==> src/rtl/mmio_pkg.sv <==
// rtl/mmio_pkg.sv - shared types and constants for the MMIO bus master
package mmio_pkg;

  localparam int BUS_ADDR_W = 32;
  localparam int BUS_DATA_W = 32;
  localparam logic [1:0] WORD_ALIGN_MASK = 2'b11;

  typedef enum logic [1:0] {
    IDLE,
    ISSUE,
    WAIT,
    RESP
  } state_e;

  typedef struct packed {
    logic                  we;
    logic [BUS_ADDR_W-1:0] addr;
    logic [BUS_DATA_W-1:0] wdata;
  } cmd_t;

  function automatic logic is_misaligned(input logic [1:0] addr_lsbs);
    return (addr_lsbs & WORD_ALIGN_MASK) != 2'b00;
  endfunction

endpackage

==> src/rtl/sync_fifo.sv <==
// rtl/sync_fifo.sv - single-clock FIFO with show-ahead head entry
module sync_fifo #(
  parameter int WIDTH = 8,
  parameter int DEPTH = 4
) (
  input  logic             clk,
  input  logic             rst_n,
  input  logic             push_i,
  input  logic [WIDTH-1:0] push_data_i,
  input  logic             pop_i,
  output logic [WIDTH-1:0] pop_data_o,
  output logic             full_o,
  output logic             empty_o
);

  localparam int AW = $clog2(DEPTH);

  // One extra pointer bit separates the full case from the empty case.
  logic [AW:0]      wr_ptr_q;
  logic [AW:0]      rd_ptr_q;
  logic [WIDTH-1:0] mem_q [DEPTH];

  assign empty_o    = (wr_ptr_q == rd_ptr_q);
  assign full_o     = (wr_ptr_q[AW] != rd_ptr_q[AW]) &&
                      (wr_ptr_q[AW-1:0] == rd_ptr_q[AW-1:0]);
  assign pop_data_o = mem_q[rd_ptr_q[AW-1:0]];

  always_ff @(posedge clk) begin
    if (!rst_n) begin
      wr_ptr_q <= '0;
      rd_ptr_q <= '0;
    end else begin
      if (push_i && !full_o) begin
        wr_ptr_q <= wr_ptr_q + 1'b1;
      end
      if (pop_i && !empty_o) begin
        rd_ptr_q <= rd_ptr_q + 1'b1;
      end
    end
  end

  always_ff @(posedge clk) begin
    if (push_i && !full_o) begin
      mem_q[wr_ptr_q[AW-1:0]] <= push_data_i;
    end
  end

endmodule

==> src/rtl/mmio_bus_master.sv <==
// rtl/mmio_bus_master.sv - queued, single-outstanding initiator for the CPU data bus
module mmio_bus_master
  import mmio_pkg::*;
#(
  parameter int ADDR_W    = BUS_ADDR_W,
  parameter int DATA_W    = BUS_DATA_W,
  parameter int RD_LAT    = 0,
  parameter int CMD_DEPTH = 4
) (
  input  logic              clk,
  input  logic              rst_n,
  input  logic              cmd_valid_i,
  output logic              cmd_ready_o,
  input  logic              cmd_we_i,
  input  logic [ADDR_W-1:0] cmd_addr_i,
  input  logic [DATA_W-1:0] cmd_wdata_i,
  output logic              rsp_valid_o,
  input  logic              rsp_ready_i,
  output logic [DATA_W-1:0] rsp_rdata_o,
  output logic              rsp_err_o,
  output logic [ADDR_W-1:0] bus_addr_o,
  output logic              bus_we_o,
  output logic [DATA_W-1:0] bus_wdata_o,
  input  logic [DATA_W-1:0] bus_rdata_i
);

  localparam int CNT_W = (RD_LAT > 1) ? $clog2(RD_LAT) : 1;

  cmd_t                    cmd_in;
  cmd_t                    head;
  logic [$bits(cmd_t)-1:0] head_raw;
  logic                    fifo_full;
  logic                    fifo_empty;
  logic                    pop;

  state_e                  state_q;
  logic [CNT_W-1:0]        cnt_q;
  logic                    cur_we_q;
  logic [ADDR_W-1:0]       bus_addr_q;
  logic [DATA_W-1:0]       bus_wdata_q;
  logic                    bus_we_q;
  logic                    rsp_valid_q;
  logic [DATA_W-1:0]       rsp_rdata_q;
  logic                    rsp_err_q;

  assign cmd_in = '{we: cmd_we_i, addr: cmd_addr_i, wdata: cmd_wdata_i};
  assign head   = cmd_t'(head_raw);

  sync_fifo #(
    .WIDTH($bits(cmd_t)),
    .DEPTH(CMD_DEPTH)
  ) u_cmd_fifo (
    .clk         (clk),
    .rst_n       (rst_n),
    .push_i      (cmd_valid_i & ~fifo_full),
    .push_data_i (cmd_in),
    .pop_i       (pop),
    .pop_data_o  (head_raw),
    .full_o      (fifo_full),
    .empty_o     (fifo_empty)
  );

  // A new command starts when idle, or in the same edge the current response is taken.
  assign pop = !fifo_empty && ((state_q == IDLE) || ((state_q == RESP) && rsp_ready_i));

  always_ff @(posedge clk) begin
    if (!rst_n) begin
      state_q     <= IDLE;
      cnt_q       <= '0;
      cur_we_q    <= 1'b0;
      bus_addr_q  <= '0;
      bus_wdata_q <= '0;
      bus_we_q    <= 1'b0;
      rsp_valid_q <= 1'b0;
      rsp_rdata_q <= '0;
      rsp_err_q   <= 1'b0;
    end else begin
      bus_we_q <= 1'b0;
      case (state_q)
        ISSUE: begin
          if (cur_we_q) begin
            state_q     <= RESP;
            rsp_valid_q <= 1'b1;
            rsp_rdata_q <= '0;
            rsp_err_q   <= 1'b0;
          end else if (RD_LAT == 0) begin
            state_q     <= RESP;
            rsp_valid_q <= 1'b1;
            rsp_rdata_q <= bus_rdata_i;
            rsp_err_q   <= 1'b0;
          end else begin
            cnt_q   <= CNT_W'(RD_LAT - 1);
            state_q <= WAIT;
          end
        end
        WAIT: begin
          if (cnt_q == '0) begin
            state_q     <= RESP;
            rsp_valid_q <= 1'b1;
            rsp_rdata_q <= bus_rdata_i;
            rsp_err_q   <= 1'b0;
          end else begin
            cnt_q <= cnt_q - CNT_W'(1);
          end
        end
        RESP: begin
          if (rsp_ready_i) begin
            state_q     <= IDLE;
            rsp_valid_q <= 1'b0;
            rsp_rdata_q <= '0;
            rsp_err_q   <= 1'b0;
          end
        end
        default: ;
      endcase

      // Misaligned commands answer with an error and never reach the bus registers.
      if (pop) begin
        if (is_misaligned(head.addr[1:0])) begin
          state_q     <= RESP;
          rsp_valid_q <= 1'b1;
          rsp_rdata_q <= '0;
          rsp_err_q   <= 1'b1;
        end else begin
          state_q     <= ISSUE;
          cur_we_q    <= head.we;
          bus_addr_q  <= head.addr;
          bus_wdata_q <= head.wdata;
          bus_we_q    <= head.we;
        end
      end
    end
  end

  assign cmd_ready_o = !fifo_full;
  assign rsp_valid_o = rsp_valid_q;
  assign rsp_rdata_o = rsp_rdata_q;
  assign rsp_err_o   = rsp_err_q;
  assign bus_addr_o  = bus_addr_q;
  assign bus_we_o    = bus_we_q;
  assign bus_wdata_o = bus_wdata_q;

endmodule

==> config.mk <==
export PLATFORM = sky130hd
export DESIGN_NAME = mmio_bus_master
export DESIGN_NICKNAME = d
export VERILOG_FILES = /design/src/rtl/mmio_pkg.sv /design/src/rtl/sync_fifo.sv /design/src/rtl/mmio_bus_master.sv
export SDC_FILE = /design/constraint.sdc
export NUM_CORES = 1
export LEC_CHECK = 0
export ABC_AREA = 1
export BUFFER_PORTS_ARGS = -buffer_cell sky130_fd_sc_hd__buf_4
export CORE_MARGIN = 2
export CORE_UTILIZATION = 51
export CTS_CLUSTER_DIAMETER = 120
export DETAILED_ROUTE_END_ITERATION = 10
export PLACE_DENSITY_LB_ADDON = 0.15
export SLEW_MARGIN = 30
export SYNTH_ARGS = -nofsm -noshare
export SYNTH_HDL_FRONTEND = slang
export SYNTH_SLANG_ARGS = --single-unit
==> constraint.sdc <==
create_clock -name clk -period 4.4 [get_ports clk]
set_clock_uncertainty 0.15 [all_clocks]
set_input_delay 0.44 -clock clk [delete_from_list [all_inputs] [get_ports clk]]
set_output_delay 0.44 -clock clk [all_outputs]
set_load 0.05 [all_outputs]
# == After elaboration in Yosys (flattened, before gate mapping) ==
# Memory sizes are Yosys's and may differ from the RTL's. A register that Yosys moved wholly into a read port is not among the register bits.
# Cells that the tools add are included.
# word_totals
reg_bits,109
mem_bits_rw,260
in_bits,101
output_inout_bits,100
elab_cells,68
memories,1
# mem_list
name,words,word_bits,rd,rd_ports_with_merged_regs,write_ports,line_no,text
u_cmd_fifo.mem_q,4,65,1,1,1,sync_fifo.sv:21,logic [WIDTH-1:0] mem_q [DEPTH];
# classes
addsub,3
eq_ne,8
muxes,26
bitwise_logic,5
n_reduce_logical,14
# ops
op,n
$mux 32,5
$pmux 32 s3,1
$mux 2,6
$mux 1,11
$add 3x1->3 const B,2
$ne 3x2->1 const B,2
$pmux 1 s3,2
$pmux 2 s3,1
$logic_and 1x1->1,5
$eq 2x2->1 const B,2
$not 1->1,4
$reduce_bool 4->1,1
$eq 3x3->1,1
$reduce_and 3->1,1
$reduce_or 3->1,1
$eq 2x1->1 const B,1
$eq 2x2->1,1
$logic_not 1->1,2
$logic_not 2->1,1
$reduce_and 2->1,1
$reduce_bool 2->1,1
$and 1x1->1,1
$logic_or 1x1->1,1
$ne 1x1->1,1
$sub 1x1->1 const B,1

# == Logic depth before layout (Yosys ltp) ==
# Gate-level depths: netlist (run 1).
# depth
word_depth,7
mapped_depth,11
ltp_nobuf,9

# == Modules after synthesis ==
# Synthesis (run 1) repeated with hierarchy kept, for this count alone.
# unflattened
cells_unflattened,1402
area_unflattened_um2,14933.1
# by_module_without_submodules
mod,instances,cells_each,area_each_um2,seq_area_each_um2
sync_fifo,1,703,10431.3,7967.6
mmio_bus_master,1,699,4501.8,2042.0

# == Least setup slack after synthesis (run 1) ==
# No wires, ideal clock.
# synth_timing
path_kind,register -> register
start,reg u_cmd_fifo.wr_ptr_q[1]
end,"mem u_cmd_fifo.mem_q[0][0] (netlist name), enable pin"
setup_ns,0.489
arrival_ns,4.041
required_time_ns,3.761
slack_ns,-0.280
stages_incl_launch_ff,7
path_buffers,0
synth_period_minus_slack_ns,4.680
cell_sequence,dfxtp_1 inv_1 nand2_1 nand2_1 nand3b_1 nand2_1 nor2_1
# synth_between
word_cells_on_any_way,8
cone_classes,1 x eq/ne; 2 x mux; 2 x bitwise; 3 x reduce/logical
# synth_lines
element,line_no,text
from (decl),sync_fifo.sv:19,logic [AW:0] wr_ptr_q;
from (signal assigned),sync_fifo.sv:34,wr_ptr_q <= wr_ptr_q + 1'b1;
$eq 2x2->1,sync_fifo.sv:25,(wr_ptr_q[AW-1:0] == rd_ptr_q[AW-1:0]);
$logic_and 1x1->1,sync_fifo.sv:24,assign full_o = (wr_ptr_q[AW] != rd_ptr_q[AW]) &&
$logic_not 1->1,--,
net cmd_ready_o,mmio_bus_master.sv:13,"output logic cmd_ready_o,"
$logic_and 1x1->1,sync_fifo.sv:43,if (push_i && !full_o) begin
$mux 1,sync_fifo.sv:43,
$mux 1 (implied by the code),sync_fifo.sv:44,mem_q[wr_ptr_q[AW-1:0]] <= push_data_i;
to (decl),sync_fifo.sv:21,
# The timed path passes the listed nets, and every way through them passes these cells.

# == Worst setup path in the final report (run 1) ==
# layout_timing
start,reg u_cmd_fifo.wr_ptr_q[1]
end,"mem u_cmd_fifo.mem_q[2][1] (netlist name), enable pin"
# layout_between
elab_chain_cells,7
word_cells_on_any_way,8
cone_classes,1 x eq/ne; 2 x mux; 2 x bitwise; 3 x reduce/logical
# layout_rtl
element,line_no,text
$eq 2x2->1,sync_fifo.sv:25,
$logic_and 1x1->1,sync_fifo.sv:24,
$not 1->1,mmio_bus_master.sv:55,".push_i (cmd_valid_i & ~fifo_full),"
$and 1x1->1,mmio_bus_master.sv:55,
$logic_and 1x1->1,sync_fifo.sv:43,
$mux 1,sync_fifo.sv:43,
$mux 1 (implied by the code),sync_fifo.sv:44,
# Several ways; a longest one is shown, not always the timed one.

==> results of run 1 <==
-- worst paths after layout --
path | start | endpoint | cells after the start
worst max register to register | u_cmd_fifo.wr_ptr_q[1]$_SDFFE_PN0P_ | u_cmd_fifo.mem_q[2][1]$_DFFE_PP_ | 7
worst min register to register | bus_addr_o[0]$_SDFFE_PN0P_ | bus_addr_o[0]$_SDFFE_PN0P_ | 2
worst min-delay path | bus_rdata_i[15] | rsp_rdata_o[15]$_SDFF_PN0_ | 3
worst max-delay path | u_cmd_fifo.wr_ptr_q[1]$_SDFFE_PN0P_ | u_cmd_fifo.mem_q[2][1]$_DFFE_PP_ | 7
-- worst max-delay path, stage by stage (launching register included) --
cell,delay (ns)
dfxtp_1,0.40
inv_1,0.10
nand2_1,0.07
nand2_1,0.06
nand3b_1,0.13
nand2_1,0.30
nor2_4,0.70
buf_4,0.51
-- flip-flops by register name (all words and copies together) (netlist names), named ones only --
signal,count
rsp_rdata_o,32
rsp_valid_o,1
rsp_err_o,1
u_cmd_fifo.mem_q,260
u_cmd_fifo.rd_ptr_q,3
state_q,2
bus_wdata_o,32
u_cmd_fifo.wr_ptr_q,3
bus_we_o,1
cur_we_q,1
bus_addr_o,32
-- layer usage --
layer / global-route usage (%) / vias up / share of wire [%]
li1: - / 4693 / -
met1: 26.7 / 4438 / 44
met2: 36.1 / 244 / 49
met3: 3.04 / 44 / 4.6
met4: 5.20 / 0 / 2.0
met5: 0 / - / 0
-- per-stage QoR --
stage                     setup slack (ns)  total power (W)  hold WS (ns)
after floorplan                     -0.280          0.00716         0.269
after CTS                             1.55           0.0114        0.0503
after detailed placement              1.57          0.00817         0.272
after global placement                1.66          0.00811         0.270
final                                 1.60           0.0113        0.0735
after global routing                  1.40           0.0120        0.0724
-- cell usage in the layout (no fill, tap or decap), drive strengths merged, types with 3 or more instances in the layout --
cell type,instances
nor2,279
edfxtp,260
buf,214
nand2,180
o21ai,168
dfxtp,110
dlygate4sd3,65
inv,63
clkbuf,50
a32oi,32
o22ai,29
clkinv,12
ha,11
a21oi,8
nand3,6
bufinv,5
nand3b,3
-- cells by family (layout without fill, tap and decap cells) --
group,count (synthesis),count (layout),share of synthesized area (%)
compound gates,239,239,9.77
flops,370,370,72.1
simple gates,469,469,12.9
fa+ha+maj,11,11,0.991
buf+inv,135,410,4.17
xor+xnor,1,1,0.0631
-- power by group --
| part | internal (W) | total (W) | leakage [nW] | switching (W) |
|---|---|---|---|---|
| logic | 0.00110 | 0.00371 | 2.98 | 0.00261 |
| registers | 0.00416 | 0.00441 | 3.28 | 0.000253 |
| clock network | 0.00192 | 0.00319 | 0.608 | 0.00126 |
| total | 0.00718 | 0.0113 | 6.87 | 0.00412 |
-- cell type report --
class                      count  area share [%]
timing repair buffer         279            13.1
tap                          341            2.43
clock buffer                  50            5.78
inverter                      63            1.36
multi-input combinational    720            19.0
sequential                   370            57.0
clock inverter                18            1.30
==> summary.md, run 1 <==
| Metric | Value |
|---|---|
| Status | completed |
| Area leader, netlist | edfxtp_1 |
| Resized cells post-CTS | 0 |
| Tot GR Track Use | between 20% and 30% |
| Multi-input logic area | 0.00335 mm² |
| Initial core utilization | 51.7% |
| Setup TNS Final | 0 ns |
| Syn-to-layout area delta | 26.5% |
| Area contributors post-synth | edfxtp_1 56%, dfxtp_1 16%, nor2_1 7.5% |
| Clk root buf | clkbuf_16 |
| Initial antenna violation count | 0 |
| Top-area cell type share of the netlist area | a little under three fifths |
| Minimum clock period | between 2 and 3 ns |
| Post-route cell area | around 0.018 mm² |
| WP data arrival | roughly 2.8 ns |
| Syn Inst Count | roughly 1200 |
| GPL Wtd Cong | 0.732 |
| First-pass GRT wire length | 46500 µm |
| Gr ovfl total | 0 |
| # Post-CTS Setup Buffers | 0 |
| Hold crit path type | in -> reg |
| Fmax | 0.357 GHz |
| Layout fillers | 2087 |
| DP Area | 0.0157 mm² |
| Crit Path Category | reg -> reg |
| Fin nets | between 1500 and 2000 |
| Commonest cells post-synth | 277 x nor2_1, 260 x edfxtp_1, 178 x nand2_1 |
| Synth warn | 0 |
| Longest Clk Path Bufs | 3 |
| RSZ-0062 raised after global routing | false |
| IO Pins | roughly 200 |
| Slew @ Worst Pin | around 0.9 ns |
| Max cap viols | 0 |
| Worst setup EP type | register |
| Reg2Reg Setup Slack | about 1.6 ns |
| Final ANT Viol Nets | 0 |
| Post-Place Cells | roughly 1700 |
| Tcrit/Tclk final | 63.7% |
| Layout cell share with drive strength beyond 1 | between 10% and 20% |
| Core area | 0.0269 mm² |
| Diode count | 0 |
| Detailed Route Iter0 Violations | roughly 660 |
| Largest net degree at the start of global routing | 99 |
| Drt pass-1 iters | 5 |
| Port Buffer Count | 200 |
| Vias per cell | about 5.1 |
| H-tree levels | 2 |
| Asr flop ratio synth | 0% |
| CP required | between 4 and 5 ns |
| Cts bufs inserted | 38 |
| Via count of the first global-routing pass | ~9000 |
| Clk slew on worst S/H paths | 0.06 ns |
| Dpl hpwl | approximately 17000 µm |
| Row Count | 60 |
| Final Util | about 65% |
| Leak | about 6.9 nW |
| Avg Inst Size Synth | 11.3 µm² |
| Mean routed wirelength per cell | between 15 and 20 µm |
| Clock sinks | 370 |
| Max-slew violations | 0 |
| Syn_nets | 1337 |
| #FFs+latches synth | 370 |
| Synth Flop Type | edfxtp_1 |
| Most common cell in the netlist | nor2_1 |
| Headroom to the max-slew limit | roughly two fifths |
| Vias | 9419 |
| Peak VDD IR | 0.000388 V |
| Worst Path Max Fanout | 29 |
| Post-CTS Hold Fix Bufs | between 60 and 70 |
| Mapped Area | 0.0139 mm² |
| Power Density | 644 mW/mm² |
| DRC | 0 |
| Die W | approximately 170 µm |
| Final setup viols | 0 |
| Register area | ~0.010 mm² |
| Full die area | between 0.02 and 0.03 mm² |
| EDFF count, synth | 260 |
| Worst Setup Start Kind | register |
| Distinct cells, synth | 26 |
| Final hold violations | 0 |
| Routed WL | between 20000 and 30000 µm |
| Clock Latency Late Sink | around 0.52 ns |
| Die Y | approximately 170 µm |
| TritonCTS clock tree | built |
| Final non-filler cell total | between 1500 and 2000 |
| Seq/Total Area, Yosys | approximately 70% |
Power figures use the tool's default switching activity.
==> run 2: changes to the inputs <==
--- a/config.mk
+++ b/config.mk
@@ -5,10 +5,10 @@
 export SDC_FILE = /design/constraint.sdc
 export NUM_CORES = 1
 export LEC_CHECK = 0
-export ABC_AREA = 1
+export ABC_AREA = 0
 export BUFFER_PORTS_ARGS = -buffer_cell sky130_fd_sc_hd__buf_4
 export CORE_MARGIN = 2
-export CORE_UTILIZATION = 51
+export CORE_UTILIZATION = 56
 export CTS_CLUSTER_DIAMETER = 120
 export DETAILED_ROUTE_END_ITERATION = 10
 export PLACE_DENSITY_LB_ADDON = 0.15
==> constraint.sdc (replaced) <==
create_clock -name clk -period 2.8 [get_ports clk]
set_clock_uncertainty 0.15 [all_clocks]
set_input_delay 0.28 -clock clk [delete_from_list [all_inputs] [get_ports clk]]
set_output_delay 0.28 -clock clk [all_outputs]
set_load 0.05 [all_outputs]
==> summary.md, run 2 <==
| Metric | Value |
|---|---|
| Status | completed |
| Final non-filler cell total | 1473 (-20%) |
| RSZ-0062 raised after global routing | false |
| Headroom to the max-slew limit | 37.1% (-4.6 points) |
| Post-route cell area | 0.0177 mm² (+0.66%) |
| Mapped Area | 0.0136 mm² (-2.1%) |
| DP Area | 0.0155 mm² (-0.83%) |
| Worst Path Buf+Inv | 1 (-1) |
| Final setup viols | 0 (unchanged) |
| Number of flip-flops in the largest register | 260 (unchanged) |
| Top Family by Delay on Critical Path | simple AND/OR/NAND/NOR gates |
| Max-slew violations | 0 (unchanged) |
| Commonest cells post-synth | 260 x edfxtp_1, 110 x dfxtp_1, 68 x nand2_1 |
| Most Crowded Layer GR | met2 |
| H-tree levels | 2 (unchanged) |
| Tot GR Track Use | 22.9% (+2.5 points) |
| Hold crit path type | in -> reg |
| Worst Path Max Fanout | 29 (unchanged) |
| Seq/Total Area, Yosys | 73.7% (+1.6 points) |
| # Post-CTS Setup Buffers | 0 (unchanged) |
| Row Count | 57 (-5.0%) |
| Die Y | 160 µm (-5.5%) |
| Post-Place Cells | 1306 (-24%) |
| Grt met3 use | 4.18% (+1.1 points) |
| Mean routed wirelength per cell | 19.7 µm (+23%) |
| Clock sinks | 370 (unchanged) |
| EDFF count, synth | 260 (unchanged) |
| Fmax | 0.448 GHz (+26%) |
| Longest Clk Path Bufs | 3 (unchanged) |
| Most common cell after layout, fill and taps aside | edfxtp_1 |
| Clk root buf | clkbuf_16 |
| WP data arrival | 2.29 ns (-0.51 ns) |
| Worst setup EP type | register |
| Synth Flop Type | edfxtp_1 |
| Crit Path Category | reg -> reg |
| Clock power frac | 31.1% (+2.9 points) |
| Syn Inst Count | 820 (-33%) |
| Via count of the first global-routing pass | 8440 (-7.8%) |
| GR met1 Demand/Resource | 30.2% (+3.6 points) |
| Most frequent cells in the layout | 260 x edfxtp_1, 210 x buf_4, 108 x dfxtp_1, 98 x dlygate4sd3_1, 68 x nand2_1 |
| Vias per cell | 5.60 (+9.4%) |
| Final hold violations | 0 (unchanged) |
| Area contributors post-synth | edfxtp_1 57%, dfxtp_1 16%, mux4_2 11% |
| Gr ovfl total | 0 (unchanged) |
| Core area | 0.0241 mm² (-10%) |
| Clk slew on worst S/H paths | 0.06 ns (about the same) |
| IO Pins | 201 (unchanged) |
| Worst Setup Start Kind | register |
| Initial antenna violation count | 1 (+1) |
| Minimum clock period | 2.23 ns (-0.571 ns) |
| Clock Latency Late Sink | 0.52 ns (about the same) |
| First-pass GRT wire length | 45900 µm (-1.3%) |
| Distinct cells, synth | 33 (+27%) |
| Die W | 160 µm (-5.5%) |
| Power Density | 854 mW/mm² (+33%) |
| Peak VDD IR | 0.000590 V (+52%) |
| Dpl hpwl | 16100 µm (-4.3%) |
| Avg Inst Size Synth | 16.6 µm² (+46%) |
| Initial core utilization | 56.4% (+4.7 points) |
| Sw Ratio | 30.2% (-6.2 points) |
| Area leader, netlist | edfxtp_1 |
| Crit path cell chain | xor2_1 -> o31a_1 -> and2_4 -> buf_12 |
| DRC | 0 (unchanged) |
| Syn-to-layout area delta | 30.1% |
| Final ANT Viol Nets | 0 (unchanged) |
| CP required | 2.86 ns (-1.54 ns) |
| Setup TNS Final | 0 ns (unchanged) |
| Routed WL | 28900 µm (-1.9%) |
| Asr flop ratio synth | 0% (unchanged) |
| Syn_nets | 932 (-30%) |
| Port Buffer Count | 200 (unchanged) |
| Combinational power share | 25.7% (-7.1 points) |
| Leak | 6.36 nW (-7.4%) |
| Worst path max stage delay | 0.41 ns (-0.29 ns) |
| Full die area | 0.0255 mm² (-11%) |
| Detailed Route Iter0 Violations | 702 (+6.0%) |
| Drt pass-1 iters | 5 (unchanged) |
| Sequential power share | 43.3% (+4.3 points) |
| Switching power | 0.00457 W (+11%) |
| Slowest-stage cell, CP | and2_4 |
| Max cap viols | 0 (unchanged) |
| Largest net degree at the start of global routing | 68 (-31%) |
| TritonCTS clock tree | built |
| Slew @ Worst Pin | 0.943 ns (+0.0694 ns) |
| Vias | 8248 (-12%) |
| #FFs+latches synth | 370 (unchanged) |
| Tcrit/Tclk final | 79.7% (+16 points) |
| GPL Wtd Cong | 0.747 (+2.0%) |
| Fin nets | 1231 (-22%) |
| Cts bufs inserted | 37 (-2.6%) |
| Top-area cell type share of the netlist area | 57.4% (+1.2 points) |
| Layout cell share with drive strength beyond 1 | 30.5% (+11 points) |
| Synth warn | 0 (unchanged) |
| Met2 Resource Use GR | 39.8% (+3.8 points) |
| Most common cell in the netlist | edfxtp_1 |
| Pint | 0.0105 W (+47%) |
-- run 2: cells by family after synthesis --
family / synth area share (%)
XOR/XNOR: 0.387
AO/OA/AOI/OAI: 4.90
buffers and inverters: 2.41
flip-flops: 73.7
adder cells (fa/ha/maj): 1.01
multiplexers: 10.9
AND/OR/NAND/NOR: 6.74
-- run 2: path summary, 6_finish.rpt --
path	startpoint	to	slack, ns	cells past startpoint
hold / removal	rst_n	bus_addr_o[2]$_SDFFE_PN0P_	0.13	3
hold reg to reg	bus_addr_o[24]$_SDFFE_PN0P_	bus_addr_o[24]$_SDFFE_PN0P_	0.30	2
setup reg to reg	u_cmd_fifo.wr_ptr_q[1]$_SDFFE_PN0P_	u_cmd_fifo.mem_q[0][29]$_DFFE_PP_	0.57	4
setup / recovery	u_cmd_fifo.wr_ptr_q[1]$_SDFFE_PN0P_	u_cmd_fifo.mem_q[0][29]$_DFFE_PP_	0.57	4
-- run 2: power by group through the flow --
stage | sequential, W | clock (W) | combinational, W
after CTS | 0.00653 | 0.00476 | 0.00390
after global placement | 0.00663 | 0 | 0.00377
after detailed placement | 0.00664 | 0 | 0.00377
after floorplan | 0.00738 | 0 | 0.00194
after global routing | 0.00658 | 0.00499 | 0.00413
final | 0.00654 | 0.00469 | 0.00388
-- run 2: stage by stage --
step	utilization, %	worst slack, ns	total power [W]	hold slack, ns
after floorplan	-	0.405	0.00932	0.229
after global placement	64.5	0.624	0.0104	0.288
after detailed placement	64.5	0.556	0.0104	0.291
after CTS	73.4	0.541	0.0152	0.132
after global routing	73.4	0.444	0.0157	0.145
final	73.4	0.568	0.0151	0.126
-- run 2: routing by layer --
metal	routed length [µm]	part of all wire, %
met2	14400	50
met4	580	2.0
met5	0	0
met1	12000	42
met3	1930	6.7
-- run 2: area by class of cell --
| cell class | count | area, µm² |
|---|---|---|
| diodes | 1 | 2.50 |
| clock inverters | 12 | 63.8 |
| well taps | 324 | 405 |
| repair buffers | 320 | 2800 |
| flip-flops and latches | 370 | 10000 |
| clock buffers | 56 | 1100 |
| fillers | 1506 | 6420 |
| multi-input cells | 383 | 3270 |
| inverters | 7 | 26.3 |
-- run 2: tightest hold or removal path, delay by kind of cell --
kind,cells,cell delay (ns)
buffers and inverters,1,0.27
AND/OR/NAND/NOR,1,0.14
AO/OA/AOI/OAI,1,0.05
-- run 2: what timing repair did --
action                                 in CTS  in global routing
resized for setup                           0                  0
endpoints found under the hold margin     293                  0
hold buffers                               98                  0
